--- config.mk ---
export PLATFORM = sky130hd
export DESIGN_NAME = bin2csd_arb
export DESIGN_NICKNAME = d
export VERILOG_FILES = /design/src/rtl/bin2csd_pkg.sv /design/src/rtl/bin2csd.sv /design/src/rtl/bin2csd_arb.sv
export SDC_FILE = /design/constraint.sdc
export NUM_CORES = 1
export LEC_CHECK = 0
export BUFFER_PORTS_ARGS = -buffer_cell sky130_fd_sc_hd__buf_2
export CAP_MARGIN = 5
export CORE_AREA = 2 2 87 89
export CTS_CLUSTER_DIAMETER = 100
export DETAILED_ROUTE_END_ITERATION = 8
export DIE_AREA = 0 0 89 91
export MAX_ROUTING_LAYER = met4
export SYNTH_ARGS = -nofsm -noshare
export SYNTH_HDL_FRONTEND = slang
export SYNTH_SLANG_ARGS = --single-unit
--- constraint.sdc ---
create_clock -name clk -period 1.8 [get_ports clk]
set_clock_uncertainty 0.05 [all_clocks]
set_input_delay 0.36 -clock clk [delete_from_list [all_inputs] [get_ports clk]]
set_output_delay 0.36 -clock clk [all_outputs]
set_load 0.01 [all_outputs]
--- src/rtl/bin2csd_pkg.sv ---
`default_nettype none
// ------------------------------------------------------------------
// bin2csd_pkg: CSD digit codes and requester count shared by the arbiter
// Rev 1.0
// ------------------------------------------------------------------
package bin2csd_pkg;

  typedef logic [1:0] csd_digit_t;

  localparam csd_digit_t CSD_0  = 2'b00;
  localparam csd_digit_t CSD_P1 = 2'b01;
  localparam csd_digit_t CSD_M1 = 2'b10;

  localparam int NREQ = 2;

endpackage : bin2csd_pkg
`default_nettype wire

--- src/rtl/bin2csd.sv ---
`default_nettype none
// ------------------------------------------------------------------
// bin2csd: combinational two's-complement to canonical signed digit
// Rev 1.0
// ------------------------------------------------------------------
module bin2csd
  import bin2csd_pkg::*;
#(
  parameter int W = 5
) (
  input  logic [W-1:0]   i_x,
  output logic [2*W-1:0] o_y
);

  // i_x shifted down one place with sign extension: bit k is the neighbour above bit k
  logic [W-1:0] w_x_up;
  assign w_x_up = {i_x[W-1], i_x[W-1:1]};

  always_comb begin
    logic w_c;
    logic w_cn;
    w_c  = 1'b0;
    w_cn = 1'b0;
    o_y  = '0;
    // Reitwiesner recoding: a digit is non-zero where bit and carry differ
    for (int k = 0; k < W; k++) begin
      w_cn = (i_x[k] & w_x_up[k]) | (i_x[k] & w_c) | (w_x_up[k] & w_c);
      if (i_x[k] ^ w_c) begin
        o_y[2*k +: 2] = w_cn ? CSD_M1 : CSD_P1;
      end else begin
        o_y[2*k +: 2] = CSD_0;
      end
      w_c = w_cn;
    end
  end

endmodule : bin2csd
`default_nettype wire

--- src/rtl/bin2csd_arb.sv ---
`default_nettype none
// ------------------------------------------------------------------
// bin2csd_arb: round-robin sharing of one bin2csd between two requesters
// Rev 1.0
// ------------------------------------------------------------------
module bin2csd_arb
  import bin2csd_pkg::*;
#(
  parameter int W = 5
) (
  input  logic                   clk,
  input  logic                   rst,
  input  logic [NREQ-1:0]        req_valid,
  output logic [NREQ-1:0]        req_ready,
  input  logic [NREQ*W-1:0]      req_x,
  output logic [NREQ-1:0]        rsp_valid,
  input  logic [NREQ-1:0]        rsp_ready,
  output logic [2*NREQ*W-1:0]    rsp_y,
  output logic                   busy,
  output logic [15:0]            conv_cnt
);

  logic                r_s1_valid;
  logic                r_s1_id;
  logic [W-1:0]        r_s1_x;
  logic [NREQ-1:0]     r_rsp_valid;
  logic [2*NREQ*W-1:0] r_rsp_y;
  logic                r_rr_ptr;
  logic [15:0]         r_conv_cnt;

  logic [NREQ-1:0]     w_elig;
  logic [NREQ-1:0]     w_grant;
  logic                w_grant_id;
  logic [W-1:0]        w_grant_x;
  logic [2*W-1:0]      w_csd;

  // A requester already in S1 is skipped, which caps each one at one issue per two cycles
  always_comb begin
    w_elig = '0;
    for (int i = 0; i < NREQ; i++) begin
      w_elig[i] = req_valid[i]
                & (~r_s1_valid | (r_s1_id != 1'(i)))
                & (~r_rsp_valid[i] | rsp_ready[i]);
    end
  end

  always_comb begin
    w_grant = w_elig;
    if (w_elig == 2'b11) begin
      w_grant = r_rr_ptr ? 2'b10 : 2'b01;
    end
    if (rst) begin
      w_grant = '0;
    end
  end

  assign w_grant_id = w_grant[1];
  assign w_grant_x  = w_grant[1] ? req_x[W +: W] : req_x[0 +: W];

  bin2csd #(
    .W (W)
  ) u_bin2csd (
    .i_x (r_s1_x),
    .o_y (w_csd)
  );

  always_ff @(posedge clk) begin
    if (rst) begin
      r_s1_valid  <= 1'b0;
      r_s1_id     <= 1'b0;
      r_s1_x      <= '0;
      r_rsp_valid <= '0;
      r_rsp_y     <= '0;
      r_rr_ptr    <= 1'b0;
      r_conv_cnt  <= '0;
    end else begin
      r_s1_valid <= |w_grant;
      if (|w_grant) begin
        r_s1_id  <= w_grant_id;
        r_s1_x   <= w_grant_x;
        r_rr_ptr <= ~w_grant_id;
      end
      // S2 write takes priority over the consumer's clear
      for (int i = 0; i < NREQ; i++) begin
        if (r_s1_valid && (r_s1_id == 1'(i))) begin
          r_rsp_valid[i]              <= 1'b1;
          r_rsp_y[i*2*W +: 2*W]       <= w_csd;
        end else if (r_rsp_valid[i] && rsp_ready[i]) begin
          r_rsp_valid[i]              <= 1'b0;
        end
      end
      if (r_s1_valid && (r_conv_cnt != 16'hFFFF)) begin
        r_conv_cnt <= r_conv_cnt + 16'd1;
      end
    end
  end

  assign req_ready = w_grant;
  assign rsp_valid = r_rsp_valid;
  assign rsp_y     = r_rsp_y;
  assign conv_cnt  = r_conv_cnt;
  assign busy      = ~rst & (r_s1_valid | (|r_rsp_valid));

endmodule : bin2csd_arb
`default_nettype wire

## Word-level counts from Yosys, hierarchy flattened

Index checks and enable logic that the tools add are counted.

| word-level totals | value |
|---|---|
| register bits | 46 |
| input bits | 16 |
| output and inout port bits | 41 |

| cells by class | value |
|---|---|
| add/subtract/negate cells | 1 |
| equality and inequality tests | 2 |
| muxes and demuxes | 18 |
| bitwise operators | 39 |
| reduce and logical (&&, ||, !) cells | 9 |

Operators with widths:

| kind | number |
|---|---|
| $mux W2 | 13 |
| $add A16 B1 Y16 const B | 1 |
| $and A1 B1 Y1 | 16 |
| $ne A16 B16 Y1 const B | 1 |
| $or A1 B1 Y1 | 13 |
| $not A1 Y1 | 6 |
| $logic_and A1 B1 Y1 | 5 |
| $mux W5 | 1 |
| $mux W1 | 4 |
| $reduce_bool A2 Y1 | 2 |
| $reduce_or A2 Y1 | 2 |
| $xor A1 B1 Y1 | 4 |
| $eq A2 B2 Y1 const B | 1 |

## Logic depth before layout (Yosys ltp)

Gate-level depths: netlist of run 1.

| logic depth | value |
|---|---|
| depth after elaboration | 15 |
| mapped depth | 9 |
| mapped depth without buffers | 9 |

## Hierarchy

From an unflattened synthesis of run 1, not the netlist that was laid out.

| unflattened totals | value |
|---|---|
| cells, all modules | 259 |
| area, all modules | 2147.1 µm² |

Modules (own cells, without submodules):

| module | instances | cells each | area each (µm²) | seq. area each (µm²) |
|---|---|---|---|---|
| bin2csd_arb | 1 | 241 | 2015.7 | 920.9 |
| bin2csd | 1 | 18 | 131.4 | 0.0 |

## Least setup slack after synthesis of run 1

No wires, ideal clock.

| timing path | value |
|---|---|
| kind | register -> register |
| from | register r_conv_cnt[6], in the netlist conv_cnt[6] |
| to | register r_conv_cnt[15], in the netlist conv_cnt[15] |
| library setup time | 122 ps |
| arrival time | 1769 ps |
| slack | -140 ps |
| cell stages (with the launch flop) | 6 |
| buffers on the path | 1 |
| clock period less this slack | 1940 ps |
| cell sequence | dfxtp_1 nand4_4 or3_1 buf_2 or3_1 o311a_1 |

| between the ends | value |
|---|---|
| cells in the longest elaborated chain, start to end | 2 |
| elaborated cells between the ends (all ways) | 3 |
| classes of those cells | add/sub: 1; eq/ne: 1; reduce/logical: 1 |

Ends and longest elaborated chain:

| element | RTL line | RTL |
|---|---|---|
| from (decl) | bin2csd_arb.sv:29 | `logic [15:0] r_conv_cnt;` |
| from (signal assigned) | bin2csd_arb.sv:93 | `r_conv_cnt <= r_conv_cnt + 16'd1;` |
| parallel branches: the longest is 2 deep, another holds $add A16 B1 Y16 | n/a |  |

Several ways; the timed one is not identified.
A chain may end at the register's enable or synchronous reset.

## Worst setup path after layout of run 1

| timing path | value |
|---|---|
| from | register r_s1_valid |
| to | output port req_ready[0] |

| between the ends | value |
|---|---|
| cells in the longest elaborated chain, start to end | 7 |
| elaborated cells between the ends (all ways) | 10 |
| classes of those cells | eq/ne: 1; mux: 2; bitwise: 7 |

Ends and longest elaborated chain:

| element | RTL line | RTL |
|---|---|---|
| from (decl) | bin2csd_arb.sv:23 | `logic r_s1_valid;` |
| from (signal assigned) | bin2csd_arb.sv:77 | `r_s1_valid <= \|w_grant;` |
| $not A1 Y1 (*) | bin2csd_arb.sv:42 | `& (~r_s1_valid \| (r_s1_id != 1'(i)))` |
| $or A1 B1 Y1 | bin2csd_arb.sv:42 |  |
| $and A1 B1 Y1 | bin2csd_arb.sv:42 |  |
| $and A1 B1 Y1 | bin2csd_arb.sv:43 | `& (~r_rsp_valid[i] \| rsp_ready[i]);` |
| $eq A2 B2 Y1 | bin2csd_arb.sv:49 | `if (w_elig == 2'b11) begin` |
| $mux W2 (*) | bin2csd_arb.sv:49 |  |
| $mux W2 (*) | bin2csd_arb.sv:52 | `if (rst) begin` |
| to (decl) | bin2csd_arb.sv:14 | `output logic [NREQ-1:0] req_ready,` |

Every way passes the cells marked *; elsewhere a longest branch is shown, timed or not.

==> flow_summary.yaml, run 1 <==
status:
  outcome: "finished with violations"
  violations: "setup timing"
critical_path:
  crit_required_ns: 1.39
  worstPathArrival_ns: 1.40
  worstSetupStartpoint: "r_s1_valid$_SDFF_PP0_"
  start_kind: "register"
  rr_endpoint: "conv_cnt[7]$_SDFFE_PP0P_"
  r2r-start: "conv_cnt[0]$_SDFFE_PP0P_"
  r2r_slack_ns: 0.02
  reg2reg_depth: 5
  cp-endpoint: "req_ready[0]"
  worstSetupPathType: "reg -> out"
  end_kind: "output port"
  critPathMaxFanout: 3
finish:
  nNetsFinal: 354
  multi_input_area_mm2: 0.00118
  drive_above_1_share_pct: 39.6
  mostFrequentLayoutCell: "buf_2"
  final_cell_count_no_fill: 435
  fillCellCount: 754
  regArea_um2: 947
  area.growth.synth_to_final_pct: 41.5
  diodes: 0
  layout_common_cells: "56 x buf_2, 35 x buf_4, 33 x dfxtp_1"
timing:
  maxSlewHeadroom_pct: 68.6
  maxSlewViolCount: 0
  setup_violations: 1
  hold_viol_final: 0
  grt_setup_unrepaired: "true"
  layout_setup_ws_ns: -0.00871
  worstMarginPinSlew_ns: 0.468
  fin_tns_setup_ns: -0.00871
  min_period_ns: 1.81
  period_share_pct: 100
  timing.fmax_mhz: 553
grt:
  track_usage_pct: 14.9
  grt_max_degree: 26
  grt.overflow.total: 0
  first_global_vias: 2016
  grt_pass1_wl_mm: 9.47
  antenna_found_initial: 0
clock_tree:
  clock-sinks: 46
  root_buffer: "clkbuf_8"
  htree_levels: 2
  tritoncts: "yes"
  cts-hold-fix-buffers: 0
  insertion_delay_ns: 0.29
  clock_path_buffers: 2
  cts_buffers: 5
  clkTransAtPathRegs_ns: 0.08
drt:
  wl_per_cell_um: 13.5
  vias_per_cell: 4.89
  firstDrtPassIters: 4
  final_antenna_net_count: 0
  routed_wirelength_mm: 5.89
  vias: 2128
  drc_errors: 0
  drt_iter0_markers: 115
pwr:
  powerDensity_mw_per_mm2: 759
  p_leak_nw: 1.27
  peakVddDrop_uv: 326
synthesis:
  netlist_instances: 252
  yosysUniqueCellTypes: 43
  synth_edf_count: 0
  async_flop_share_pct: 0
  syn_area_per_cell_um2: 8.25
  synth_area_mm2: 0.00208
  synth-seq-cells: 46
  synth_flop_cell: "dfxtp_1"
  synth_nets: 271
  ys_seq_area_share_pct: 44.3
  synth_warnings: 0
placement:
  portBuffers: 56
  place_inst: 421
  dpl.hpwl_mm: 4.30
  gp_congestion: 0.781
run:
  max_cap_violations: 0
floorplan:
  num_io_pins: 57
  start_util_pct: 29.1
  die_area_mm2: 0.00810
  die_w_um: 89
  core_mm2: 0.00714
  rows: 31
  die_h_um: 91
hold_path:
  hp-class: "in -> reg"
## through the flow
stage	cell area (um^2)	total power, mW	hold WS (ns)	util (%)	setup slack (ns)
after global placement	2670	1.49	0.394	37.4	0.0753
after CTS	2850	2.24	0.259	39.9	-0.00720
after floorplan	2100	1.33	0.417	-	0.00610
after detailed placement	2670	1.50	0.394	37.4	0.0162
after global routing	2940	2.35	0.285	41.2	-0.0755
final	2940	2.23	0.284	41.2	-0.00871
## cells by family (layout without fill, tap and decap cells)
group                      after synthesis  in the layout  synth area share [%]
AOI/OAI and AO/OA                       70             70                  21.4
muxes                                    2              2                  1.02
xor gates and xnor gates                 2              2                 0.843
adders and majority gates                3              3                  1.81
buffers and inverters                   22            106                  4.03
and+or+nand+nor                        107            107                  26.6
DFF                                     46             46                  44.3
## power by group
group | leakage [nW] | switching [mW] | internal, mW
clock network | 0.0561 | 0.347 | 0.353
logic | 0.831 | 0.230 | 0.193
registers | 0.381 | 0.0474 | 1.06
## synth_stat cells (2+ instances only)
| master | number | area share [%] |
|---|---|---|
| a31oi_1 | 6 | 1.8 |
| inv_1 | 5 | 0.90 |
| and2_1 | 3 | 0.90 |
| a21oi_1 | 26 | 6.3 |
| clkbuf_1 | 15 | 2.7 |
| ha_1 | 3 | 1.8 |
| o211ai_1 | 3 | 1.1 |
| nor4_1 | 2 | 0.60 |
| dfxtp_1 | 46 | 44 |
| o21ai_0 | 9 | 2.2 |
| or3_1 | 5 | 1.5 |
| and3_1 | 4 | 1.2 |
| nand3_1 | 20 | 4.8 |
| a311oi_1 | 3 | 1.3 |
| nand4b_1 | 2 | 0.84 |
| a22oi_1 | 2 | 0.72 |
| nand2b_1 | 3 | 0.90 |
| nand2_1 | 26 | 4.7 |
| nand4_1 | 4 | 1.2 |
| xor2_1 | 2 | 0.84 |
| nor2b_1 | 8 | 2.4 |
| o31ai_1 | 8 | 2.9 |
| nor3_1 | 4 | 0.96 |
| nor2_1 | 21 | 3.8 |
| o41ai_1 | 4 | 1.7 |
## area by class of cell
cell class / count / area share [%]
Timing Repair Buffer: 93 / 19.2
Clock inverter: 2 / 0.340
Multi-Input combinational cell: 184 / 40.2
Clock buffer: 6 / 3.19
Inverter: 5 / 0.638
Tap cell: 99 / 4.21
Sequential cell: 46 / 32.2
## critical path: stages (launching register included)
cell and delay [ns]:
dfxtp_2 0.34, buf_6 0.11, nand2_4 0.05, and2_4 0.14, a311oi_4 0.27, buf_2 0.18
## worst min-delay path by stage
| stage | from | endpoint | slack (ns) | cells past startpoint |
|---|---|---|---|---|
| CTS | req_valid[1] | r_rr_ptr$_SDFFE_PP0P_ | 0.26 | 2 |
| global placement | rsp_y[12]$_SDFFE_PP0P_ | rsp_y[12]$_SDFFE_PP0P_ | 0.39 | 2 |
| detailed placement | rsp_y[13]$_SDFFE_PP0P_ | rsp_y[13]$_SDFFE_PP0P_ | 0.39 | 2 |
| global route | req_x[9] | r_s1_x[4]$_SDFFE_PP0P_ | 0.29 | 3 |
| finish | req_x[8] | r_s1_x[3]$_SDFFE_PP0P_ | 0.28 | 3 |
| floorplan | conv_cnt[5]$_SDFFE_PP0P_ | conv_cnt[5]$_SDFFE_PP0P_ | 0.42 | 1 |
## what timing repair did
action                     CTS  global route
buffers inserted             4             2
setup endpoints to repair    2            13
gates cloned                 0             0
pin swaps                    2             4
gates resized for setup     13            12
## per-layer routing
layer | part of all wire, % | global-route usage [%] | up-vias
met5 | 0 | - | -
met4 | 0.83 | 4.48 | 0
met3 | 4.7 | 2.36 | 4
met2 | 46 | 22.4 | 53
met1 | 48 | 20.5 | 985
li1 | - | - | 1086
## sequential cells by signal, indices dropped and copies added, names as in the netlist
signal and cells:
r_s1_x 5, conv_cnt 16, rsp_y 20, r_rr_ptr 1, rsp_valid 2, r_s1_valid 1
r_s1_id 1
Note: power is estimated with default switching activity, not from simulation.
==> run 2: changes to the inputs <==
SKIP_LAST_GASP = 1   (was not set)
==> run 2 against run 1 <==
Critical path type unchanged. Highest routed layer unchanged. Via count is essentially flat. Combinational power is 0.9% lower. Total power is essentially flat. The flow still finishes with violations (setup timing). Global-route usage unchanged. Maximum frequency decreased by 0.23%. Non-clock buffer count unchanged. First-iteration DRC count shrank 10%. Sequential power hardly changed.
==> flow_summary.yaml, run 2 (synthesized netlist as in run 1, its figures left out) <==
drt:
  vias_per_cell: 4.90
  firstDrtPassIters: 4
  drt_iter0_markers: 103
  vias: 2130
  final_antenna_net_count: 0
  wl_per_cell_um: 13.5
  drc_errors: 0
  routed_wirelength_mm: 5.88
timing:
  layout_setup_ws_ns: -0.0129
  period_share_pct: 101
  fin_tns_setup_ns: -0.0129
  maxSlewViolCount: 0
  worstMarginPinSlew_ns: 0.471
  min_period_ns: 1.81
  hold_viol_final: 0
  maxSlewHeadroom_pct: 68.4
  setup_violations: 1
  hold_ws_ns: 0.280
  timing.fmax_mhz: 552
  grt_setup_unrepaired: "true"
clock_tree:
  clock-sinks: 46
  cts-hold-fix-buffers: 0
  tritoncts: "yes"
  root_buffer: "clkbuf_8"
  htree_levels: 2
  clkTransAtPathRegs_ns: 0.08
  insertion_delay_ns: 0.29
  cts_buffers: 5
  clock_path_buffers: 2
status:
  outcome: "finished with violations"
  violations: "setup timing"
pwr:
  peakVddDrop_uv: 328
  switching_share_pct: 28.0
  powerDensity_mw_per_mm2: 766
  p_int_mw: 1.61
  p_leak_nw: 1.26
  netSwitchingPower_uw: 626
  pwr-share-clk_pct: 31.6
  combPwrFrac_pct: 18.7
  seqPwrFrac_pct: 49.7
  total_power_mw: 2.23
grt:
  track_usage_pct: 14.9
  grt.overflow.total: 0
  grtUsageMet3_pct: 2.36
  grt_max_degree: 26
  grt_util_met2_pct: 22.4
  grt_use_met1_pct: 20.5
  grt.busiest_layer: "met2"
  antenna_found_initial: 0
  first_global_vias: 2016
  grt_pass1_wl_mm: 9.47
placement:
  dpl.hpwl_mm: 4.30
  post-place-ws_ns: 0.0162
  place_area_mm2: 0.00267
  portBuffers: 56
  place_inst: 421
  gp_congestion: 0.781
finish:
  diodes: 0
  drive_above_1_share_pct: 39.3
  largest_reg_flops: 20
  nNetsFinal: 354
  mostFrequentLayoutCell: "buf_2"
  layout_common_cells: "56 x buf_2, 35 x buf_4, 33 x dfxtp_1"
  fillCellCount: 754
  fin_util_pct: 40.8
  area.growth.synth_to_final_pct: 40.2
  regArea_um2: 947
  final_cell_area_mm2: 0.00291
  final_cell_count_no_fill: 435
  multi_input_area_mm2: 0.00115
floorplan:
  die_w_um: 89
  core_mm2: 0.00714
  die_h_um: 91
  die_area_mm2: 0.00810
  num_io_pins: 57
  start_util_pct: 29.1
  rows: 31
critical_path:
  start_kind: "register"
  worstSetupPathType: "reg -> out"
  end_kind: "output port"
  worstPathArrival_ns: 1.40
  critPathMaxFanout: 3
  crit_required_ns: 1.39
run:
  max_cap_violations: 0
hold_path:
  hp-class: "in -> reg"
-- run 2: cell counts in the layout (fill, tap and decap cells not counted) --
No cell type changed its count.
-- run 2: final timing paths --
path         cells past startpoint                       end  slack [ns]                startpoint
max                              5              req_ready[0]       -0.01     r_s1_valid$_SDFF_PP0_
min                              3    r_s1_x[3]$_SDFFE_PP0P_        0.28                  req_x[8]
max reg2reg                      5  conv_cnt[7]$_SDFFE_PP0P_        0.03  conv_cnt[0]$_SDFFE_PP0P_
min reg2reg                      2    rsp_y[12]$_SDFFE_PP0P_        0.41    rsp_y[12]$_SDFFE_PP0P_
-- run 2: cell type report --
type                            instances  share of cell area [%]
Timing Repair Buffer                   93                    19.4
Inverter                                5                   0.644
Clock buffer                            6                    3.22
Sequential cell                        46                    32.5
Multi-Input combinational cell        184                    39.6
Tap cell                               99                    4.25
Clock inverter                          2                   0.344
-- run 2: routing by layer --
layer,vias to the layer above,part of all wire (%)
li1,1087,-
met1,979,49
met2,56,45
met3,8,4.4
met4,0,1.4
met5,-,0
-- run 2: power groups by stage --
stage / registers, mW / logic, mW / clock network (mW)
floorplan: 1.13 / 0.202 / 0
global placement: 1.12 / 0.369 / 0
detailed placement: 1.12 / 0.373 / 0
CTS: 1.10 / 0.408 / 0.727
global route: 1.12 / 0.459 / 0.771
finish: 1.11 / 0.418 / 0.705
-- run 2: what timing repair did --
item                                    CTS  global route
endpoints found under the setup margin    2            13
buffers inserted                          4             2
cloned                                    0             0
pin swaps                                 2             4
resized for setup                        13             9
-- run 2: critical path, stage by stage (launching register included) --
cell and delay (ns):
dfxtp_2 0.34, buf_6 0.11, nand2_4 0.05, and2_4 0.14, a311oi_4 0.27, buf_2 0.18
==> run 3: changes to the inputs <==
ABC_AREA = 1   (was not set)
CORE_AREA = 2 2 89 91   (was 2 2 87 89)
DIE_AREA = 0 0 91 93   (was 0 0 89 91)
REMOVE_ABC_BUFFERS = 1   (was not set)
==> run 3 against run 2 <==
The run now ends clean. Global-route usage shrank 1.3 points. Routed wire length shrank 2.9%. Count of clock-buffer cells in the layout shrank 1. Sequential power is essentially flat. Final cell count grew 11%. Largest power group unchanged. Hold slack gained 0.025 ns. Critical path depth is the same. Maximum frequency grew 5.3%. Synthesized cell count grew 23%. Core utilization shrank 3.6 points. Register-to-register slack gained 0.09 ns. Largest cell class unchanged. Sequential cell count is the same.
==> flow_summary.yaml, run 3 <==
drt:
  firstDrtPassIters: 4
  routed_wirelength_mm: 5.71
  vias: 2202
  drc_errors: 0
  final_antenna_net_count: 0
  drt_iter0_markers: 114
  wl_per_cell_um: 11.8
  vias_per_cell: 4.57
status:
  outcome: "finished clean"
clock_tree:
  clock-sinks: 46
  insertion_delay_ns: 0.30
  cts-hold-fix-buffers: 0
  clkTransAtPathRegs_ns: 0.10
  htree_levels: 2
  tritoncts: "yes"
  cts_buffers: 5
  root_buffer: "clkbuf_8"
  clock_path_buffers: 2
critical_path:
  worstSetupStartpoint: "r_s1_id$_SDFFE_PP0P_"
  path_cells: "inv_1, nand2_1, nand3_2, nor3_2, buf_2"
  critPathMaxFanout: 3
  worstPathArrival_ns: 1.31
  critPathBufInv: 2
  r2r-start: "r_s1_x[2]$_SDFFE_PP0P_"
  r2r_slack_ns: 0.12
  start_kind: "register"
  worstSetupPathType: "reg -> out"
  reg2reg_depth: 8
  crit_required_ns: 1.39
  critPathMaxStageDelay_ns: 0.36
  cp_slowest_cell: "dfxtp_1"
  rr_endpoint: "rsp_y[7]$_SDFFE_PP0P_"
  end_kind: "output port"
  cpLargestDelayFamily: "simple AND/OR/NAND/NOR gates"
synthesis:
  synth_edf_count: 0
  synth_area_leaders: "dfxtp_1 42%, nand2_1 13%, a21oi_1 6.4%"
  ys_seq_area_share_pct: 41.9
  yosysTopAreaCellShare_pct: 41.9
  yosysMostFrequentCell: "nand2_1"
  synth_warnings: 0
  synth_area_mm2: 0.00220
  yosysUniqueCellTypes: 25
  netlist_instances: 310
  synth-seq-cells: 46
  synth_flop_cell: "dfxtp_1"
  syn_area_per_cell_um2: 7.09
  async_flop_share_pct: 0
  synthTopCellsByCount: "79 x nand2_1, 46 x dfxtp_1, 31 x nor2_1, 29 x inv_1, 28 x a21oi_1"
  synth_top_cell_by_area: "dfxtp_1"
timing:
  worstMarginPinSlew_ns: 0.379
  hold_ws_ns: 0.305
  hold_viol_final: 0
  maxSlewViolCount: 0
  setup_violations: 0
  maxSlewHeadroom_pct: 74.7
  min_period_ns: 1.72
  period_share_pct: 95.6
  grt_setup_unrepaired: "true"
  timing.fmax_mhz: 581
grt:
  grt_max_degree: 24
  antenna_found_initial: 0
  first_global_vias: 1994
  grt_pass1_wl_mm: 9.20
  grt.overflow.total: 0
  track_usage_pct: 13.6
floorplan:
  die_area_mm2: 0.00846
  die_w_um: 91
  start_util_pct: 29.2
  num_io_pins: 57
  die_h_um: 93
  core_mm2: 0.00753
  rows: 32
finish:
  layout_common_cells: "79 x nand2_1, 56 x buf_2, 45 x dfxtp_1"
  fin_util_pct: 37.2
  area.growth.synth_to_final_pct: 27.4
  mostFrequentLayoutCell: "nand2_1"
  diodes: 0
  nNetsFinal: 398
  largest_reg_flops: 20
  drive_above_1_share_pct: 27.6
placement:
  portBuffers: 56
  gp_congestion: 0.810
  dpl.hpwl_mm: 4.23
pwr:
  p_leak_nw: 1.25
  total_power_mw: 2.15
  peakVddDrop_uv: 422
  powerDensity_mw_per_mm2: 769
hold_path:
  hp-class: "in -> reg"
  min_from: "rsp_ready[1]"
  worstHoldPathCells: 4
  whs_endpoint: "rsp_valid[1]$_SDFFE_PP0P_"
run:
  max_cap_violations: 0
[run 3: changes by cell type in the layout (fill, tap and decap cells not counted), sizes merged, moves of 13 or more]
cell / change
nor2: +13
nand2: +57
inv: +27
a21oi: +13
buf: -22
o21ai: +15
[run 3: metrics by stage]
step | area (um^2) | TNS, ns | worst slack (ns) | instances
final | 2800 | 0 | 0.0788 | 482
after global routing | 2800 | -0.00926 | -0.00578 | 482
after CTS | 2780 | 0 | 0.00574 | 482
after detailed placement | 2670 | 0 | 0.00619 | 474
after global placement | 2670 | 0 | 0.0363 | 474
after floorplan | 2150 | 0 | 0.171 | 301
[run 3: how the worst max path moves through the flow]
| stage | endpoint | slack [ns] | cells past startpoint |
|---|---|---|---|
| 2_1_floorplan | conv_cnt[11]$_SDFFE_PP0P_ | 0.17 | 7 |
| 4_1_cts | rsp_y[17]$_SDFFE_PP0P_ | 0.006 | 8 |
| 5_1_grt | rsp_y[17]$_SDFFE_PP0P_ | -0.006 | 8 |
| 3_3_place_gp | rsp_y[17]$_SDFFE_PP0P_ | 0.04 | 8 |
| 6_report | req_ready[0] | 0.08 | 5 |
| 3_5_place_dp | conv_cnt[14]$_SDFFE_PP0P_ | 0.006 | 8 |
[run 3: where the power goes]
part	internal, mW	total (mW)	switching (mW)
clock network	0.291	0.685	0.395
logic	0.137	0.354	0.216
registers	1.08	1.11	0.0357
[run 3: kinds of logic (layout without fill, tap and decap cells)]
logic type | count (synthesis) | count (layout) | synth area share (%)
AO/OA/AOI/OAI | 67 | 67 | 18.3
flip-flops | 46 | 46 | 41.9
XOR/XNOR | 7 | 7 | 2.79
AND/OR/NAND/NOR | 147 | 147 | 28.0
adder cells (fa/ha/maj) | 3 | 3 | 1.71
buffers and inverters | 40 | 110 | 7.29
[run 3: layout make-up]
type	count	area, um^2
inverters	31	116
multi-input cells	224	1140
well taps	102	128
flip-flops and latches	46	922
clock inverters	3	28.8
repair buffers	71	393
fillers	840	4730
clock buffers	5	68.8
[run 3: tightest hold or removal path, delay by kind of cell]
kind | cells | cell delay [ns]
buffers and inverters | 2 | 0.11
and+or+nand+nor | 1 | 0.08
AOI/OAI and AO/OA | 1 | 0.07
[run 3: timing repair]
action / in CTS / in global routing
endpoints found under the setup margin: 3 / 10
setup buffers: 0 / 0
pin swaps: 0 / 1
resized for setup: 2 / 5
[run 3: layer usage]
metal | part of all wire, % | GRT usage, % | vias up
met4 | 1.1 | 4.67 | 0
met2 | 47 | 22.2 | 41
met5 | 0 | - | -
met1 | 48 | 17.1 | 1010
met3 | 4.0 | 2.50 | 5
li1 | - | - | 1146
